[src/rtl/bcd_pkg.sv]
// Shared types and helpers for the sequential binary-to-BCD converter.
package bcd_pkg;

  // Width of one packed BCD digit.
  localparam int DIGIT_W = 4;

  // Converter control states.
  typedef enum logic [1:0] {
    IDLE  = 2'd0,
    SHIFT = 2'd1,
    DONE  = 2'd2
  } state_t;

  // Decimal digits needed to hold 2^width - 1, i.e. ceil(width * log10(2)).
  // 2^width is never a power of ten, so the ceiling is exact; the fixed-point
  // constant 0.30103 is accurate well past any practical input width.
  function automatic int min_bcd_digits(input int width);
    return (width * 30103 + 99999) / 100000;
  endfunction

endpackage

[src/rtl/bcd_digit_adj.sv]
// One double-dabble correction cell: a BCD digit above 4 gets 3 added so the
// following left shift carries correctly into the next decimal digit.
module bcd_digit_adj
  import bcd_pkg::*;
(
  input  logic [DIGIT_W-1:0] digit,
  output logic [DIGIT_W-1:0] adjusted
);

  // Add-3 correction; 4-bit wrap is intentional, no carry between digits.
  always_comb begin
    adjusted = digit;
    if (digit > 4'd4) adjusted = digit + 4'd3;
  end

endmodule

[src/rtl/bin_to_bcd_seq.sv]
// Multi-cycle binary-to-BCD converter, one input bit per clock (double dabble).
//
// Handshake: a transfer happens on a rising edge where valid and ready are
// both high. in_ready is high only in IDLE and out_valid only in DONE; both
// are pure decodes of the state register. Once out_valid rises, bcd/neg/ovf
// stay stable until the edge where out_ready is seen high.
module bin_to_bcd_seq
  import bcd_pkg::*;
#(
  parameter int BIN_W  = 16,
  parameter int DIGITS = 5,
  parameter int SIGNED = 0
) (
  input  logic                   clk,
  input  logic                   rst_n,
  input  logic                   in_valid,
  output logic                   in_ready,
  input  logic [BIN_W-1:0]       bin,
  output logic                   out_valid,
  input  logic                   out_ready,
  output logic [DIGIT_W*DIGITS-1:0] bcd,
  output logic                   neg,
  output logic                   ovf,
  output state_t                 state
);

  localparam int BCD_W = DIGIT_W * DIGITS;
  localparam int CNT_W = $clog2(BIN_W + 1);
  localparam logic [CNT_W-1:0] LAST_COUNT = CNT_W'(BIN_W - 1);

  // Too few digits is legal: ovf reports values that do not fit.
  if (DIGITS < min_bcd_digits(BIN_W)) begin : g_digit_check
    $info("bin_to_bcd_seq: DIGITS=%0d below %0d needed for BIN_W=%0d; large values raise ovf",
          DIGITS, min_bcd_digits(BIN_W), BIN_W);
  end

  logic [BIN_W-1:0] mag;
  logic [CNT_W-1:0] count;
  logic [BCD_W-1:0] adj;

  // Per-digit add-3 correction applied before every shift.
  for (genvar g = 0; g < DIGITS; g++) begin : g_adj
    bcd_digit_adj u_adj (
      .digit    (bcd[g*DIGIT_W +: DIGIT_W]),
      .adjusted (adj[g*DIGIT_W +: DIGIT_W])
    );
  end

  assign in_ready  = (state == IDLE);
  assign out_valid = (state == DONE);

  // Control FSM and datapath: load on accept, shift BIN_W times, hold until taken.
  always_ff @(posedge clk) begin
    if (!rst_n) begin
      state <= IDLE;
      bcd   <= '0;
      neg   <= 1'b0;
      ovf   <= 1'b0;
      count <= '0;
      mag   <= '0;
    end else begin
      case (state)
        IDLE: begin
          if (in_valid) begin
            // The most negative input negates to itself, which read as
            // unsigned is exactly its magnitude.
            if ((SIGNED != 0) && bin[BIN_W-1]) begin
              mag <= -bin;
              neg <= 1'b1;
            end else begin
              mag <= bin;
              neg <= 1'b0;
            end
            bcd   <= '0;
            ovf   <= 1'b0;
            count <= '0;
            state <= SHIFT;
          end
        end
        SHIFT: begin
          {bcd, mag} <= {adj[BCD_W-2:0], mag, 1'b0};
          // A one leaving the top digit means the value needs more digits.
          if (adj[BCD_W-1]) ovf <= 1'b1;
          count <= count + 1'b1;
          if (count == LAST_COUNT) state <= DONE;
        end
        DONE: begin
          if (out_ready) state <= IDLE;
        end
        default: state <= IDLE;
      endcase
    end
  end

endmodule

[config.mk]
export PLATFORM = sky130hd
export DESIGN_NAME = bin_to_bcd_seq
export DESIGN_NICKNAME = d
export VERILOG_FILES = /design/src/rtl/bcd_pkg.sv /design/src/rtl/bcd_digit_adj.sv /design/src/rtl/bin_to_bcd_seq.sv
export SDC_FILE = /design/constraint.sdc
export NUM_CORES = 1
export LEC_CHECK = 0
export ABC_AREA = 1
export CORE_ASPECT_RATIO = 1.25
export CORE_UTILIZATION = 35
export DETAILED_ROUTE_END_ITERATION = 7
export DONT_BUFFER_PORTS = 1
export PLACE_DENSITY = 0.5
export SLEW_MARGIN = 20
export SYNTH_ARGS = -nofsm -noshare
export SYNTH_HDL_FRONTEND = slang
export SYNTH_SLANG_ARGS = --single-unit
[constraint.sdc]
create_clock -name clk -period 1.4 [get_ports clk]
set_input_delay 0.28 -clock clk [delete_from_list [all_inputs] [get_ports clk]]
set_output_delay 0.28 -clock clk [all_outputs]
set_load 0.05 [all_outputs]
; ---- After elaboration in Yosys (flattened, before gate mapping)
; Cells that the tools add are included.
[op_classes]
eq_ne = 7
n_mux = 18
shifts = 0
n_bitwise = 0
n_reduce_logical = 5
addsub = 6
n_lt_le_gt_ge = 5
n_div = 0
n_mul = 0
[op_table]
columns = op, count
row1 = one-hot mux 20 bit (2 select lines), 1
row2 = one-hot mux 16 bit (2 select lines), 1
row3 = adder 4 x 2 -> 4 bit (second input constant), 5
row4 = greater-than comparator 4 x 3 -> 1 bit (second input constant), 5
row5 = 2-to-1 mux 20 bit, 1
row6 = 2-to-1 mux 4 bit, 5
row7 = 2-to-1 mux 16 bit, 1
row8 = one-hot mux 5 bit (2 select lines), 1
row9 = 2-to-1 mux 2 bit, 3
row10 = one-hot mux 2 bit (3 select lines), 1
row11 = AND reduction 3 bit, 2
row12 = adder 5 x 1 -> 5 bit (second input constant), 1
row13 = equality test 5 x 4 -> 1 bit (second input constant), 1
row14 = 2-to-1 mux 5 bit, 1
row15 = != test 2 x 1 -> 1 bit (second input constant), 2
row16 = != test 2 bit (second input constant), 2
row17 = equality test 2 x 1 -> 1 bit (second input constant), 1
row18 = equality test 2 bit (second input constant), 1
row19 = zero test 2 bit, 1
row20 = 2-to-1 mux 1 bit, 2
row21 = one-hot mux 1 bit (2 select lines), 1
row22 = AND reduction 2 bit, 1
row23 = nonzero test 2 bit, 1
[totals]
regBits = 44
romBits = 0
output_inout_bits = 26
latchBits = 0
memories = 0
elab_cells = 46
in_bits = 20
mem_bits_rw = 0

; ---- Depth between registers and ports, before layout
; Gate-level depths: netlist of run 1.
[depth]
ltp_word = 4
depth_mapped = 9
ltp_nobuf = 8

; ---- By module
; A second synthesis of run 1 with hierarchy kept.
[hier_totals]
hier_cells = 412
area_unflattened_um2 = 2526.2
[by_module_without_submodules]
columns = module, cells_each, seq_area_each_um2, area_per_inst_um2, n_inst
row1 = bin_to_bcd_seq, 267, 880.8, 1856.8, 1
row2 = bcd_digit_adj, 29, 0.0, 133.9, 5

; ---- Worst setup path after synthesis of run 1
; No wires, ideal clock.
[synth_path]
path_type = register -> register
startpoint = register state[1]
endpoint = register state[1]
stages_incl_launch_ff = 5
n_path_buf = 0
t_arrival_ns = 1.736
slack_ns = -0.407
setup_ns = 0.070
path_cell_list = dfxtp_1 -> inv_2 -> nor2_1 -> nand2_1 -> a21oi_1
[synth_between]
elab_chain_len = 3
[synth_lines]
columns = element, line
row1 = "start, declared", bin_to_bcd_seq.sv:24  ; output state_t state
row2 = "start signal, assigned", bin_to_bcd_seq.sv:55  ; state <= IDLE;
row3 = "start signal, assigned", bin_to_bcd_seq.sv:77  ; state <= SHIFT;
row4 = "start signal, assigned", bin_to_bcd_seq.sv:85  ; if (count == LAST_COUNT) state <= DONE;
row5 = equality test 2 bit *, --
row6 = net out_valid, bin_to_bcd_seq.sv:19  ; output logic out_valid,
row7 = != test 2 x 1 -> 1 bit (no line), --
row8 = AND reduction 3 bit (no line), --
; The timed path passes the listed nets; every way through them passes the cells marked *.
; A chain may end at the register's enable or synchronous reset.

; ---- Worst setup path in the final report of run 1
[layout_path]
startpoint = register state[0]
endpoint = output port in_ready
[layout_between]
elab_chain_len = 1
[layout_lines]
columns = element, line
row1 = zero test 2 bit, bin_to_bcd_seq.sv:49  ; assign in_ready = (state == IDLE);
row2 = "end, declared", bin_to_bcd_seq.sv:17  ; output logic in_ready,
; Every way passes these cells.

==> impl_metrics.py, run 1 <==
metrics = {
    "status": {
        "status": "finished clean",
    },
    "die": {
        "fp.dieH_um": 92.3,
        "ios": 46,
        "placementRows": 32,
        "die_w_um": 74.2,
        "start_util": 0.366,
        "core_region_area_sq_mm": 0.00625,
        "die_area_sq_mm": 0.00685,
    },
    "sta": {
        "final.setup.tns_ns": 0,
        "timing.hold.ws_ns": 0.0825,
        "final_max_slew_viol_count": 0,
        "fin_ws_ns": 0.0429,
        "period_share": 0.969,
        "setup-violations-final": 0,
        "finalCriticalPeriod_ns": 1.36,
        "hold_violations": 0,
        "fin_skew_ns": 0.00466,
        "fmax_ghz": 0.737,
        "rsz0062_at_grt": "yes",
    },
    "critical_path": {
        "critPathLaunchType": "flip-flop",
        "cp_top_family": "flip-flops",
        "timing.rr.end": "count[4]",
        "max_stage_delay_ns": 0.37,
        "crit_end": "in_ready",
        "criticalPathCategory": "flip-flop to output port",
        "worstPathMaxFanout": 4,
        "path_depth": 3,
        "cp_slowest_cell": "dfxtp_4",
        "cp.arrival_ns": 1.08,
        "rrSetupSlack_ns": 0.13,
        "worstSetupEndpointType": "output port",
        "r2r-start": "count[1]",
        "worstPathCellList": "buf_12 -> nor2_4 -> buf_8",
        "required_ns": 1.12,
        "cp_num_buf_inv": 2,
        "reg2reg_depth": 6,
        "startpoint": "state[0]",
    },
    "synthesis": {
        "ys_seq_elements": 44,
        "synth.area.top_cells": "dfxtp_1, nand2_1, nand3_1",
        "ys_async_sr_fraction": 0,
        "synth-edff-count": 0,
        "syn_avg_cell_area_sq_um": 6.84,
        "yosysWarnings": 0,
        "syn_nets": 361,
        "ys_seq_area_frac": 0.386,
        "ys.flop_type": "dfxtp_1",
        "synth_area_sq_mm": 0.00228,
        "synth.distinct_cells": 29,
        "synth_top_area_frac": 0.386,
        "syn_inst": 334,
        "synth_largest_area_cell": "dfxtp_1",
    },
    "detailed_routing": {
        "drt-total-wl_mm": 5.20,
        "drc_errors": 0,
        "via_per_inst": 4.72,
        "drt_first_pass_iters": 4,
        "postRouteAntennaNets": 0,
        "vias": 2116,
        "wl_per_cell_um": 11.6,
        "drt_iter0_drc": 142,
    },
    "cells_and_area": {
        "post-route-cell-area_sq_mm": 0.00273,
        "diodes": 0,
        "layout-drive-gt1-share": 0.185,
        "nets": 389,
        "area_delta_synth_final_pct": 19.6,
    },
    "cts": {
        "cts_tree": "yes",
        "clock_path_buffers": 2,
        "clock_latency_ns": 0.29,
        "cts_inserted_buffers": 5,
        "htree_levels": 2,
        "cts_root_buffer": "clkbuf_8",
        "path_clk_slew_ns": 0.08,
        "clkSinkCount": 44,
    },
    "global_route": {
        "grt_overflow": 0,
        "grt_max_degree": 38,
        "antenna_found_initial": 0,
        "track_usage": 0.163,
        "grt_pass1_wl_mm": 8.78,
        "grt_pass1_vias": 2026,
    },
    "placed_design": {
        "place_ws_ns": 0.109,
        "dpl.hpwl_mm": 3.59,
        "gp_congestion": 0.751,
        "dpl_cell_area_sq_mm": 0.00257,
        "io_buffer_count": 0,
    },
    "power": {
        "power_leakage_nw": 1.27,
        "irDropWorstVdd_uv": 498,
        "power_mw": 2.43,
        "pwr_density_cell_mw_per_mm2": 891,
    },
    "worst_hold_path": {
        "hold_class": "input port to flip-flop",
        "hold_start": "rst_n",
    },
    "job": {
        "drv_cap": 0,
    },
}
-- cell families (layout without fill, tap and decap cells) --
group	count (synthesis)	in the layout	synth area share
buffers and inverters	56	85	0.117
AOI/OAI and AO/OA	46	46	0.119
DFF	44	44	0.386
adders and majority gates	7	7	0.0384
other	1	1	0.00164
and+or+nand+nor	180	180	0.338
-- power by group --
part	leakage, nW	switching (mW)	internal, mW
sequential	0.364	0.0226	1.29
combinational	0.861	0.180	0.104
clock	0.0455	0.434	0.403
total	1.27	0.636	1.80
-- synth_stat cells, types with 3 or more instances --
| cell type | n |
|---|---|
| nand2_1 | 120 |
| nand3_1 | 49 |
| dfxtp_1 | 44 |
| inv_1 | 39 |
| a21oi_1 | 26 |
| ha_1 | 7 |
| a21oi_2 | 5 |
| buf_6 | 5 |
| o21bai_1 | 5 |
| buf_4 | 4 |
| nor2_1 | 4 |
| nand2_4 | 3 |
-- registers in the layout, indices dropped and copies added (netlist names) --
register and cells:
state 2, ovf 1, count 5, mag 16, bcd 20
-- worst min path at each step --
stage	endpoint	slack, ns	depth (start not counted)
after global placement	mag[2]	0.38	2
final	mag[15]	0.08	2
after CTS	mag[15]	0.07	2
after global routing	mag[10]	0.08	2
after detailed placement	mag[15]	0.39	2
after floorplan	mag[0]	0.43	2
-- layout make-up --
class / instances / area, sq um
clock buffer: 8 / 90.1
fill: 682 / 3520
inverter: 43 / 168
multi-input combinational: 234 / 1150
sequential: 44 / 900
tap: 85 / 106
timing repair buffer: 34 / 317
-- metrics by stage --
stage / utilization / cells
2_1_floorplan: - / 334
3_3_place_gp: 0.411 / 437
3_5_place_dp: 0.411 / 437
4_1_cts: 0.428 / 445
5_1_grt: 0.437 / 448
6_report: 0.437 / 448
-- per-layer routing --
metal,vias to the layer above,track usage,share of wire
met4,0,0.0519,0.014
met1,954,0.188,0.45
met5,-,0,0
met3,7,0.0370,0.045
li1,1116,-,-
met2,39,0.289,0.49
-- cell usage in the layout (no fill, tap or decap) --
master,instances
a21oi_1,26
a21oi_2,5
a31oi_1,2
and2_1,1
buf_12,4
buf_4,28
buf_6,1
buf_8,1
clkbuf_1,2
clkbuf_8,6
clkinv_1,1
clkinv_2,1
conb_1,1
dfxtp_1,31
dfxtp_2,12
dfxtp_4,1
ha_1,7
inv_1,39
inv_2,1
inv_6,1
nand2_1,120
nand2_4,3
nand3_1,49
nor2_1,2
nor2_4,3
nor3_1,2
o211ai_1,1
o21a_1,1
o21ai_0,2
o21ai_1,2
o21bai_1,5
o22ai_1,2
-- what timing repair did --
action | 4_1_cts | 5_1_grt
pin swaps | 1 | 2
setup endpoints to repair | 2 | 7
gates resized for setup | 4 | 6
buffers inserted | 0 | 3
hold buffers | 0 | 0
Note: power is estimated with default switching activity, not from simulation.
==> inputs of run 2 (changes only) <==
Settings changed: CTS_BUF_LIST from default to sky130_fd_sc_hd__clkbuf_4 sky130_fd_sc_hd__clkbuf_8.
==> run 2 against run 1 <==
  * Via count barely moved
  * Global-route usage did not move
  * Combinational power barely moved
  * Setup slack got worse by 0.0010 ns
  * Register-to-register slack barely moved
  * Clock power rose by 4.3%
  * Wire length fell by 0.21%
  * Largest power group unchanged
  * Highest routed layer unchanged
==> impl_metrics.py, run 2 (synthesis results as in run 1) <==
metrics = {
    "power": {
        "clkPwrFrac": 0.354,
        "p_switching_mw": 0.633,
        "seq_power_share": 0.531,
        "combPwrFrac": 0.115,
        "irDropWorstVdd_uv": 498,
        "p_int_mw": 1.83,
        "pwr_density_cell_mw_per_mm2": 901,
        "power_leakage_nw": 1.28,
        "switching_share": 0.257,
    },
    "job": {
        "drv_cap": 0,
    },
    "detailed_routing": {
        "wl_per_cell_um": 11.6,
        "via_per_inst": 4.73,
        "drt_first_pass_iters": 4,
        "vias": 2118,
        "postRouteAntennaNets": 0,
        "drc_errors": 0,
        "drt_iter0_drc": 143,
        "drt-total-wl_mm": 5.18,
    },
    "critical_path": {
        "max_stage_delay_ns": 0.37,
        "cp_slowest_cell": "dfxtp_4",
        "cp.arrival_ns": 1.08,
        "rrSetupSlack_ns": 0.13,
        "cp_top_family": "flip-flops",
        "worstPathCellList": "buf_12 -> nor2_4 -> buf_8",
        "r2r-start": "count[1]",
        "worstPathMaxFanout": 4,
        "required_ns": 1.12,
        "cp_num_buf_inv": 2,
        "criticalPathCategory": "flip-flop to output port",
        "critPathLaunchType": "flip-flop",
        "reg2reg_depth": 6,
        "worstSetupEndpointType": "output port",
        "timing.rr.end": "count[4]",
    },
    "die": {
        "die_area_sq_mm": 0.00685,
        "placementRows": 32,
        "start_util": 0.366,
        "core_region_area_sq_mm": 0.00625,
        "die_w_um": 74.2,
        "fp.dieH_um": 92.3,
        "ios": 46,
    },
    "global_route": {
        "grt_max_degree": 38,
        "antenna_found_initial": 0,
        "grt_pass1_wl_mm": 8.78,
        "grt_pass1_vias": 2023,
        "track_usage": 0.163,
        "grt_overflow": 0,
    },
    "cts": {
        "cts_root_buffer": "clkbuf_8",
        "clkSinkCount": 44,
        "htree_levels": 2,
        "hold_buffers": 0,
        "clock_latency_ns": 0.29,
        "clock_path_buffers": 2,
        "path_clk_slew_ns": 0.08,
        "cts_tree": "yes",
        "cts_inserted_buffers": 5,
    },
    "cells_and_area": {
        "reg.largest.list": "bcd (20), mag (16), count (5)",
        "largest_reg_flops": 20,
        "final_cell_mix": "nand2_1, nand3_1, inv_1",
        "nets": 389,
        "final_common_cell": "nand2_1",
        "layout-drive-gt1-share": 0.190,
        "diodes": 0,
        "top_register": "bcd",
        "final_core_util": 0.438,
        "area_delta_synth_final_pct": 19.9,
    },
    "sta": {
        "period_share": 0.970,
        "fmax_ghz": 0.736,
        "finalCriticalPeriod_ns": 1.36,
        "fin_skew_ns": 0.00459,
        "final.setup.tns_ns": 0,
        "hold_violations": 0,
        "setup-violations-final": 0,
        "rsz0062_at_grt": "yes",
        "final_max_slew_viol_count": 0,
    },
    "placed_design": {
        "gp_congestion": 0.751,
        "io_buffer_count": 0,
        "dpl.hpwl_mm": 3.59,
    },
    "worst_hold_path": {
        "hold_end": "mag[15]",
        "hold_class": "input port to flip-flop",
        "hold_start": "rst_n",
        "whs_path_depth": 2,
    },
    "status": {
        "status": "finished clean",
    },
}
-- run 2: changes by cell type in the layout (fill, tap and decap cells not counted) --
| cell | delta |
|---|---|
| clkbuf_1 | -2 |
| clkbuf_4 | +2 |
-- run 2: worst register-to-register path, cell delays in order, from the launching register on --
cell and delay [ns]:
dfxtp_1 0.36, ha_1 0.17, inv_1 0.05, nor3_1 0.13, ha_1 0.25, o22ai_1 0.15, and2_1 0.13
-- run 2: per-stage QoR --
| step | power (mW) | cells | hold slack [ns] | worst slack, ns | cell area, sq um |
|---|---|---|---|---|---|
| after detailed placement | 1.60 | 437 | 0.385 | 0.109 | 2570 |
| final | 2.47 | 448 | 0.0825 | 0.0419 | 2740 |
| after global routing | 2.58 | 448 | 0.0755 | -0.00754 | 2740 |
| after floorplan | 1.56 | 334 | 0.427 | 0.0337 | 2310 |
| after CTS | 2.48 | 445 | 0.0735 | 0.00397 | 2680 |
| after global placement | 1.59 | 437 | 0.382 | 0.132 | 2570 |
-- run 2: how the worst max path moves through the flow --
stage / start / endpoint / slack [ns] / cells past startpoint
floorplan: bcd[16] / bcd[17] / 0.03 / 8
CTS: state[0] / in_ready / 0.004 / 3
finish: state[0] / in_ready / 0.04 / 3
global route: state[0] / out_valid / -0.008 / 3
global placement: count[0] / count[4] / 0.13 / 6
detailed placement: count[0] / count[4] / 0.11 / 6
-- run 2: what timing repair did --
item | 4_1_cts | 5_1_grt
setup buffers | 0 | 3
cloned | 0 | 0
resized for setup | 4 | 6
pin swaps | 1 | 2
endpoints found under the setup margin | 2 | 7
-- run 2: cell type report --
type	count	area, sq um
clock buffer	8	97.6
fill	681	3510
inverter	43	168
multi-input combinational	234	1150
sequential	44	900
tap	85	106
timing repair buffer	34	317
-- run 2: power by group through the flow --
stage                     combinational (mW)  clock (mW)  sequential (mW)
after floorplan                        0.206           0             1.35
final                                  0.284       0.873             1.31
after global routing                   0.321       0.948             1.32
after CTS                              0.262       0.904             1.31
after detailed placement               0.256           0             1.34
after global placement                 0.253           0             1.34
-- run 2: metal layers --
| metal | track usage | part of all wire |
|---|---|---|
| met1 | 0.188 | 0.44 |
| met2 | 0.289 | 0.50 |
| met3 | 0.0370 | 0.047 |
| met4 | 0.0519 | 0.014 |
| met5 | 0 | 0 |
==> inputs of run 3 (changes only) <==
Settings changed: CORE_UTILIZATION 35 to 40, PLACE_DENSITY 0.5 to 0.55.
==> run 3 against run 2 <==
  * Critical path depth is the same
  * Setup slack worse by 0.0037 ns
  * Via count down 1.0%
  * Worst hold slack gained 0.0021 ns
  * Register-to-register slack hardly changed
  * Wire length shrank 4.6%
  * Sequential power about the same
  * Clock skew grew 0.0026 ns
  * Flip-flop and latch count stayed put
  * Global-route usage up 1.3 points
  * Die area fell by 12%
  * Combinational power down 9.2%
  * Largest power group unchanged
  * Highest routed layer unchanged
==> impl_metrics.py, run 3 (synthesis results as in run 1) <==
metrics = {
    "status": {
        "status": "finished clean",
    },
    "cells_and_area": {
        "nets": 385,
        "area_delta_synth_final_pct": 16.3,
        "instances_no_fill": 422,
        "final_cell_mix": "nand2_1, nand3_1, inv_1",
        "largest_reg_flops": 20,
        "diodes": 0,
        "final_common_cell": "nand2_1",
        "post-route-cell-area_sq_mm": 0.00266,
        "layout-drive-gt1-share": 0.187,
        "top_register": "bcd",
        "reg.largest.list": "bcd (20), mag (16), count (5)",
    },
    "detailed_routing": {
        "wl_per_cell_um": 11.7,
        "vias": 2096,
        "drt_first_pass_iters": 4,
        "drc_errors": 0,
        "via_per_inst": 4.97,
        "drt-total-wl_mm": 4.94,
        "postRouteAntennaNets": 0,
        "drt_iter0_drc": 115,
    },
    "critical_path": {
        "r2r-start": "count[0]",
        "criticalPathCategory": "flip-flop to output port",
        "timing.rr.end": "count[4]",
        "reg2reg_depth": 6,
        "rrSetupSlack_ns": 0.14,
        "critPathLaunchType": "flip-flop",
        "worstPathMaxFanout": 2,
        "required_ns": 1.12,
        "worstSetupEndpointType": "output port",
        "cp.arrival_ns": 1.08,
    },
    "worst_hold_path": {
        "whs_path_depth": 2,
        "hold_start": "rst_n",
        "hold_class": "input port to flip-flop",
        "hold_end": "mag[11]",
    },
    "cts": {
        "cts_inserted_buffers": 5,
        "clkSinkCount": 44,
        "cts_tree": "yes",
        "post_cts_buffers": 0,
        "clock_path_buffers": 2,
        "path_clk_slew_ns": 0.08,
        "cts_root_buffer": "clkbuf_8",
        "hold_buffers": 0,
        "clock_latency_ns": 0.30,
        "htree_levels": 2,
    },
    "sta": {
        "setup-violations-final": 0,
        "finalCriticalPeriod_ns": 1.36,
        "fin_ws_ns": 0.0382,
        "hold_violations": 0,
        "fin_skew_ns": 0.00717,
        "timing.hold.ws_ns": 0.0846,
        "period_share": 0.973,
        "final_max_slew_viol_count": 0,
        "fmax_ghz": 0.734,
        "rsz0062_at_grt": "yes",
    },
    "global_route": {
        "track_usage": 0.175,
        "grt_pass1_wl_mm": 8.48,
        "antenna_found_initial": 0,
        "grt_pass1_vias": 1947,
        "grt_overflow": 0,
        "grt_max_degree": 38,
    },
    "power": {
        "power_leakage_nw": 1.25,
        "switching_share": 0.259,
        "clkPwrFrac": 0.329,
        "irDropWorstVdd_uv": 571,
        "pwr_density_cell_mw_per_mm2": 882,
        "seq_power_share": 0.561,
        "combPwrFrac": 0.110,
        "p_switching_mw": 0.605,
        "p_int_mw": 1.74,
    },
    "die": {
        "placementRows": 30,
        "die_w_um": 69.6,
        "fp.dieH_um": 86.5,
        "start_util": 0.417,
        "core_region_area_sq_mm": 0.00548,
        "die_area_sq_mm": 0.00602,
        "ios": 46,
    },
    "placed_design": {
        "dp.cells": 415,
        "dpl.hpwl_mm": 3.49,
        "place_ws_ns": 0.0953,
        "dpl_cell_area_sq_mm": 0.00254,
        "gp_congestion": 0.773,
        "io_buffer_count": 0,
    },
    "job": {
        "drv_cap": 0,
    },
}
[run 3: changes by cell type in the layout (fill, tap and decap cells not counted), sizes merged]
cell and change:
clkbuf -2, buf -4, clkinv +1
[run 3: power by group through the flow]
stage	sequential, mW	combinational [mW]	clock (mW)
4_1_cts	1.31	0.258	0.807
5_1_grt	1.32	0.290	0.864
2_1_floorplan	1.35	0.206	0
3_5_place_dp	1.34	0.252	0
6_report	1.31	0.258	0.769
3_3_place_gp	1.34	0.251	0
[run 3: per-stage QoR]
stage / util / TNS [ns] / power, mW
global placement: 0.463 / 0 / 1.59
CTS: 0.480 / 0 / 2.38
global route: 0.484 / -0.0127 / 2.47
detailed placement: 0.463 / 0 / 1.59
floorplan: - / 0 / 1.56
finish: 0.484 / 0 / 2.34
[run 3: worst max-delay path by stage]
stage	slack, ns	startpoint	cells after the start	endpoint
after global placement	0.12	count[0]	6	count[4]
final	0.04	state[1]	3	in_ready
after CTS	0.002	state[0]	3	in_ready
after global routing	-0.008	state[0]	3	out_valid
after floorplan	0.03	bcd[16]	8	bcd[17]
after detailed placement	0.1	count[0]	6	count[4]
[run 3: what timing repair did]
| item | 4_1_cts | 5_1_grt |
|---|---|---|
| gates cloned | 0 | 0 |
| gates resized for setup | 4 | 7 |
| pin swaps | 1 | 1 |
| endpoints found under the hold margin | 0 | 0 |
| setup endpoints to repair | 2 | 4 |
[run 3: layout make-up]
cell class / count / area, sq um
Multi-Input combinational cell: 234 / 1160
Inverter: 43 / 165
Tap cell: 64 / 80.1
Fill cell: 578 / 2830
Clock buffer: 6 / 76.3
Sequential cell: 44 / 901
Timing Repair Buffer: 30 / 270
Clock inverter: 1 / 5.00
[run 3: layer usage]
metal / global-route usage / part of all wire / routed length [um]
met4: 0.0668 / 0.016 / 78
met5: 0 / 0 / 0
met1: 0.192 / 0.43 / 2120
met3: 0.0477 / 0.044 / 216
met2: 0.320 / 0.51 / 2530
[run 3: worst max-delay path, stage by stage, from the launching register on]
cell	delay, ns
dfxtp_2	0.33
buf_4	0.19
nor2_4	0.12
buf_8	0.15
==> RTL edit 1: new RTL, flow settings as in run 2 <==
`DIGIT_W`: 4 -> 6.
--- a/src/rtl/bcd_pkg.sv
+++ b/src/rtl/bcd_pkg.sv
@@ -4,3 +4,3 @@
   // Width of one packed BCD digit.
-  localparam int DIGIT_W = 4;
+  localparam int DIGIT_W = 6;
 
Ports: changed (resized bcd); port bits go from 46 to 56. The function was not compared with the original's and may differ.
==> RTL edit 1 against run 2 <==
  * Synthesized area rose by 29%
  * The flow now finishes with violations (design-rule violations)
  * Count of clock-buffer cells in the layout is 2 lower
  * Die area is 28% higher
  * Critical endpoint unchanged
  * Design area increased by 28%
  * Setup slack worse by 11 ps
  * Wire length up 36%
  * Critical path type unchanged
  * Sequential cell count up 10
  * Power is 15% higher
  * Largest power group unchanged
==> RTL edit 1: results (changes against run 2) <==
sw frac 0.267 (+0.0103); Synth Area per Inst 6.51 µm² (-4.8%); Async SR Flop Fraction 0 (unchanged); hold path cells 2 (unchanged); drt first pass iters 6 (+2); Fillers 902 (+32%); crit path max fanout 3 (-1); worst slack at placement 92.0 ps (-16.5 ps); area of the multi-input gates 1560 µm² (+35%); post_cts resized 6 (+2); Net Count, Synth 484 (+34%); vias in the first global route 2707 (+34%); Static Leak 1.56 nW (+22%); layout cell share with drive strength beyond 1 0.160 (-0.0300); gpl congestion 0.804 (+7.1%); Worst Skew 3.15 ps (-1.44 ps); Starting DRT DRC Count 141 (-1.4%); DP Area 3370 µm² (+31%); biggest regs bcd x30, mag x16, count x5; Via-to-Cell Ratio 4.99 (+5.6%); worst reg2reg path depth 10 (+4); outcome complete, but fails checks; sequential element share of the synthesized area 0.367 (-0.0190); Nets 511 (+31%); Max VDD drop 479 µV (-3.8%); Flop pwr share 0.563 (+0.032); distinct cell type count after synthesis 26 (-10%); ranking of synthesized cells by area dfxtp_1 (37%), nand2_1 (19%), nand3_1 (9.0%); comb pwr 0.299 mW (+5%); Placed Instances 570 (+30%); DR DRC count 6 (+6); routed wire length 7050 µm (+36%); Overall Global Routing Usage 0.169 (+0.00605); worst reg2reg path startpoint state[0]; RR Endpoint mag[1]; failing checks design-rule violations; synth cell count leaders nand2_1 (149), inv_1 (55), dfxtp_1 (54); post-DR wirelength/cell 12.2 µm (+5.4%); Worst Hold End mag[13]
-- RTL edit 1: cell count changes after synthesis, moves of 10 or more --
| cell | before | now |
|---|---|---|
| nand2_1 | 120 | 149 |
| nor2_1 | 4 | 23 |
| inv_1 | 39 | 55 |
| nand4_1 | 0 | 14 |
| a21oi_1 | 26 | 39 |
| clkbuf_1 | 1 | 13 |
| dfxtp_1 | 44 | 54 |
-- RTL edit 1: cell type report --
class | count | area share
well taps | 97 | 0.0347
inverters | 58 | 0.0623
clock inverters | 2 | 0.00358
repair buffers | 42 | 0.114
multi-input cells | 319 | 0.445
flip-flops and latches | 54 | 0.317
clock buffers | 6 | 0.0236
-- RTL edit 1: routing by layer --
metal	vias to the layer above	routed length, µm	track usage
met1	1322	3120	0.200
li1	1495	-	-
met4	0	54	0.0443
met3	4	328	0.0269
met2	65	3550	0.312
met5	-	0	0
-- RTL edit 1: logic make-up after synthesis --
logic type / count (synthesis) / synth area share
and+or+nand+nor: 244 / 0.351
AOI/OAI and AO/OA: 54 / 0.0959
DFF: 54 / 0.367
xor gates and xnor gates: 9 / 0.0267
other: 1 / 0.00127
buffers and inverters: 80 / 0.112
adders and majority gates: 11 / 0.0467
-- RTL edit 1: worst max-delay path by stage --
| stage | to | slack, ps | startpoint | cells after the start |
|---|---|---|---|---|
| final | in_ready | 30 | state[0] | 3 |
| after global routing | in_ready | -20 | state[0] | 3 |
| after CTS | in_ready | 3 | state[0] | 3 |
| after detailed placement | count[4] | 90 | count[0] | 6 |
| after global placement | count[4] | 120 | count[0] | 6 |
| after floorplan | bcd[25] | 7 | bcd[24] | 8 |
-- RTL edit 1: critical path, cell delays in order (launching register included) --
cell and delay (ps):
dfxtp_4 370, buf_12 150, nor2_4 110, buf_6 160
==> RTL edit 2: new RTL, flow settings as in run 2 <==
Without the edit above. Register the output `ovf` once more; this adds one clock of latency there. The other outputs are not delayed to match.
--- a/src/rtl/bin_to_bcd_seq.sv
+++ b/src/rtl/bin_to_bcd_seq.sv
@@ -30,2 +30,4 @@
 
+  logic ovf_s0;
+
   // Too few digits is legal: ovf reports values that do not fit.
@@ -57,3 +59,3 @@
       neg   <= 1'b0;
-      ovf   <= 1'b0;
+      ovf_s0 <= 1'b0;
       count <= '0;
@@ -74,3 +76,3 @@
             bcd   <= '0;
-            ovf   <= 1'b0;
+            ovf_s0 <= 1'b0;
             count <= '0;
@@ -82,3 +84,3 @@
           // A one leaving the top digit means the value needs more digits.
-          if (adj[BCD_W-1]) ovf <= 1'b1;
+          if (adj[BCD_W-1]) ovf_s0 <= 1'b1;
           count <= count + 1'b1;
@@ -94,2 +96,6 @@
 
+  always_ff @(posedge clk) begin
+    ovf <= ovf_s0;
+  end
+
 endmodule
Behaviour: same outputs for any inputs over 10 cycles, from zero or initial values and one cycle with rst_n low; that may be too few to reach the edited logic, so the function may still have changed.
==> RTL edit 2 against run 2 <==
  * Design area down 2.7%
  * Largest power group unchanged
  * Critical endpoint unchanged
  * Sequential share of layout area increased by 1.8 points
  * Largest cell class unchanged
  * Wire length decreased by 2.7%
  * Sequential cell count is 1 higher
  * Setup slack improved by 7.4 ps
  * Critical path type unchanged
  * Non-clock buffer count decreased by 2
  * Power down 1.4%
  * Hold slack hardly changed
  * Maximum frequency is 0.55% higher
  * Synthesized area decreased by 1.9%
  * First-iteration DRC count shrank 45%
  * Clock power down 4.4%
  * Register-to-register slack lost 70 ps
==> RTL edit 2: results (changes against run 2) <==
sequential cell area 922 µm² (+2.5%); first-pass GRT wire length 8380 µm (-4.6%); Net Count, Synth 344 (-4.7%); sequential element share of the synthesized area 0.402 (+0.0163); CTS HTree Levels 2 (unchanged); pin count of the biggest net entering global routing 36 (-5.3%); Starting DRT DRC Count 78 (-45%); Worst Hold Class input pin to flop; CTS Buf Count 5 (unchanged); highest metal used met4; initial antenna violation count 0 (unchanged); Nets 370 (-4.9%); outcome finished, final reports clean; DP Area 2530 µm² (-1.7%); via count of the routed design 2113 (-0.24%); clk_lat worst skew 290 ps (about the same); gpl congestion 0.739 (-1.6%); Met2 Wirelength 2370 µm (-8.0%); post-DR wirelength/cell 11.8 µm (+1.8%); crit path max fanout 2 (-2); CTS root buffer clkbuf_8; drt first pass iters 4 (unchanged); Syn. warnings 0 (unchanged); adder-cell share of the synthesized area 0.0391 (+0.000728); IO Port Bufs 0 (unchanged); Synth Area in XOR/XNOR 0 (unchanged); Max VDD drop 628 µV (+26%); mux contribution to synthesized area 0 (unchanged); synth cell count leaders nand2_1 (105), dfxtp_1 (45), nand3_1 (34); Max clock buf depth 2 (unchanged); met1 wire length 2360 µm (+2.8%); Reg clk slew, reported paths 80 ps (about the same); layout cell share with drive strength beyond 1 0.192 (+0.00234); distinct cell type count after synthesis 25 (-14%); met3 WL 272 µm (+12%); dpl hpwl 3470 µm (-3.5%); Compound-Gate Fraction of Synth Area 0.164 (+0.0452); biggest regs bcd x20, mag x16, count x5; worst slack at placement 31.9 ps (-76.6 ps); Overall Global Routing Usage 0.157 (-0.00570); vias in the first global route 1868 (-7.7%); ranking of synthesized cells by area dfxtp_1 (40%), nand2_1 (18%), nand3_1 (7.6%); diode count 0 (unchanged); Fillers 676 (-0.73%); Static Leak 1.14 nW (-11%); Async SR Flop Fraction 0 (unchanged); Worst Skew 7.10 ps (+2.51 ps)
## RTL edit 2: cell count changes after synthesis, sizes merged, moves of 5 or more
cell / change
nand2: -16
a31oi: +10
o21bai: -5
o21ai: +10
inv: -9
nor2: +5
nand3: -15
## RTL edit 2: final timing paths
path                  from       end  slack, ps  cells past startpoint
hold reg to reg     ovf_s0       ovf        360                      0
setup reg to reg  count[0]  count[4]         60                      6
hold / removal       rst_n   mag[14]         80                      2
setup / recovery  state[1]  in_ready         50                      3
## RTL edit 2: power breakdown
group | leakage (nW) | internal (mW) | switching (mW) | total, mW
clock | 0.0477 | 0.412 | 0.424 | 0.835
sequential | 0.374 | 1.32 | 0.0219 | 1.34
combinational | 0.719 | 0.0883 | 0.165 | 0.253
total | 1.14 | 1.82 | 0.611 | 2.43
## RTL edit 2: layer usage
metal | up-vias | GRT usage
met1 | 968 | 0.199
met4 | 0 | 0.0481
met5 | - | 0
met2 | 46 | 0.253
met3 | 4 | 0.0444
li1 | 1095 | -
## RTL edit 2: what timing repair did
action | 4_1_cts | 5_1_grt
setup endpoints to repair | 2 | 12
gates cloned | 0 | 0
gates resized for setup | 2 | 10
endpoints found under the hold margin | 0 | 0
setup buffers | 1 | 0
## RTL edit 2: critical path, stage by stage (launching register included)
cell     delay [ps]
dfxtp_2         340
buf_4           190
nor2_4          100
buf_8           150
## RTL edit 2: final cells by class
class	count	share of cell area
flip-flops and latches	45	0.346
inverters	32	0.0470
well taps	85	0.0399
repair buffers	32	0.109
clock buffers	7	0.0338
multi-input cells	227	0.425
## RTL edit 2: logic make-up after synthesis
group / after synthesis
AOI/OAI and AO/OA: 65
DFF: 45
and+or+nand+nor: 154
buffers and inverters: 45
adders and majority gates: 7
other: 1
## RTL edit 2: through the flow
stage          TNS (ps)  hold WS, ps  instances  power, mW
3_5_place_dp          0          347        420       1.62
2_1_floorplan         0          331        317       1.57
4_1_cts               0         74.3        428       2.46
3_3_place_gp          0          345        420       1.62
6_report              0         82.9        428       2.43
5_1_grt           -24.6         69.7        428       2.55
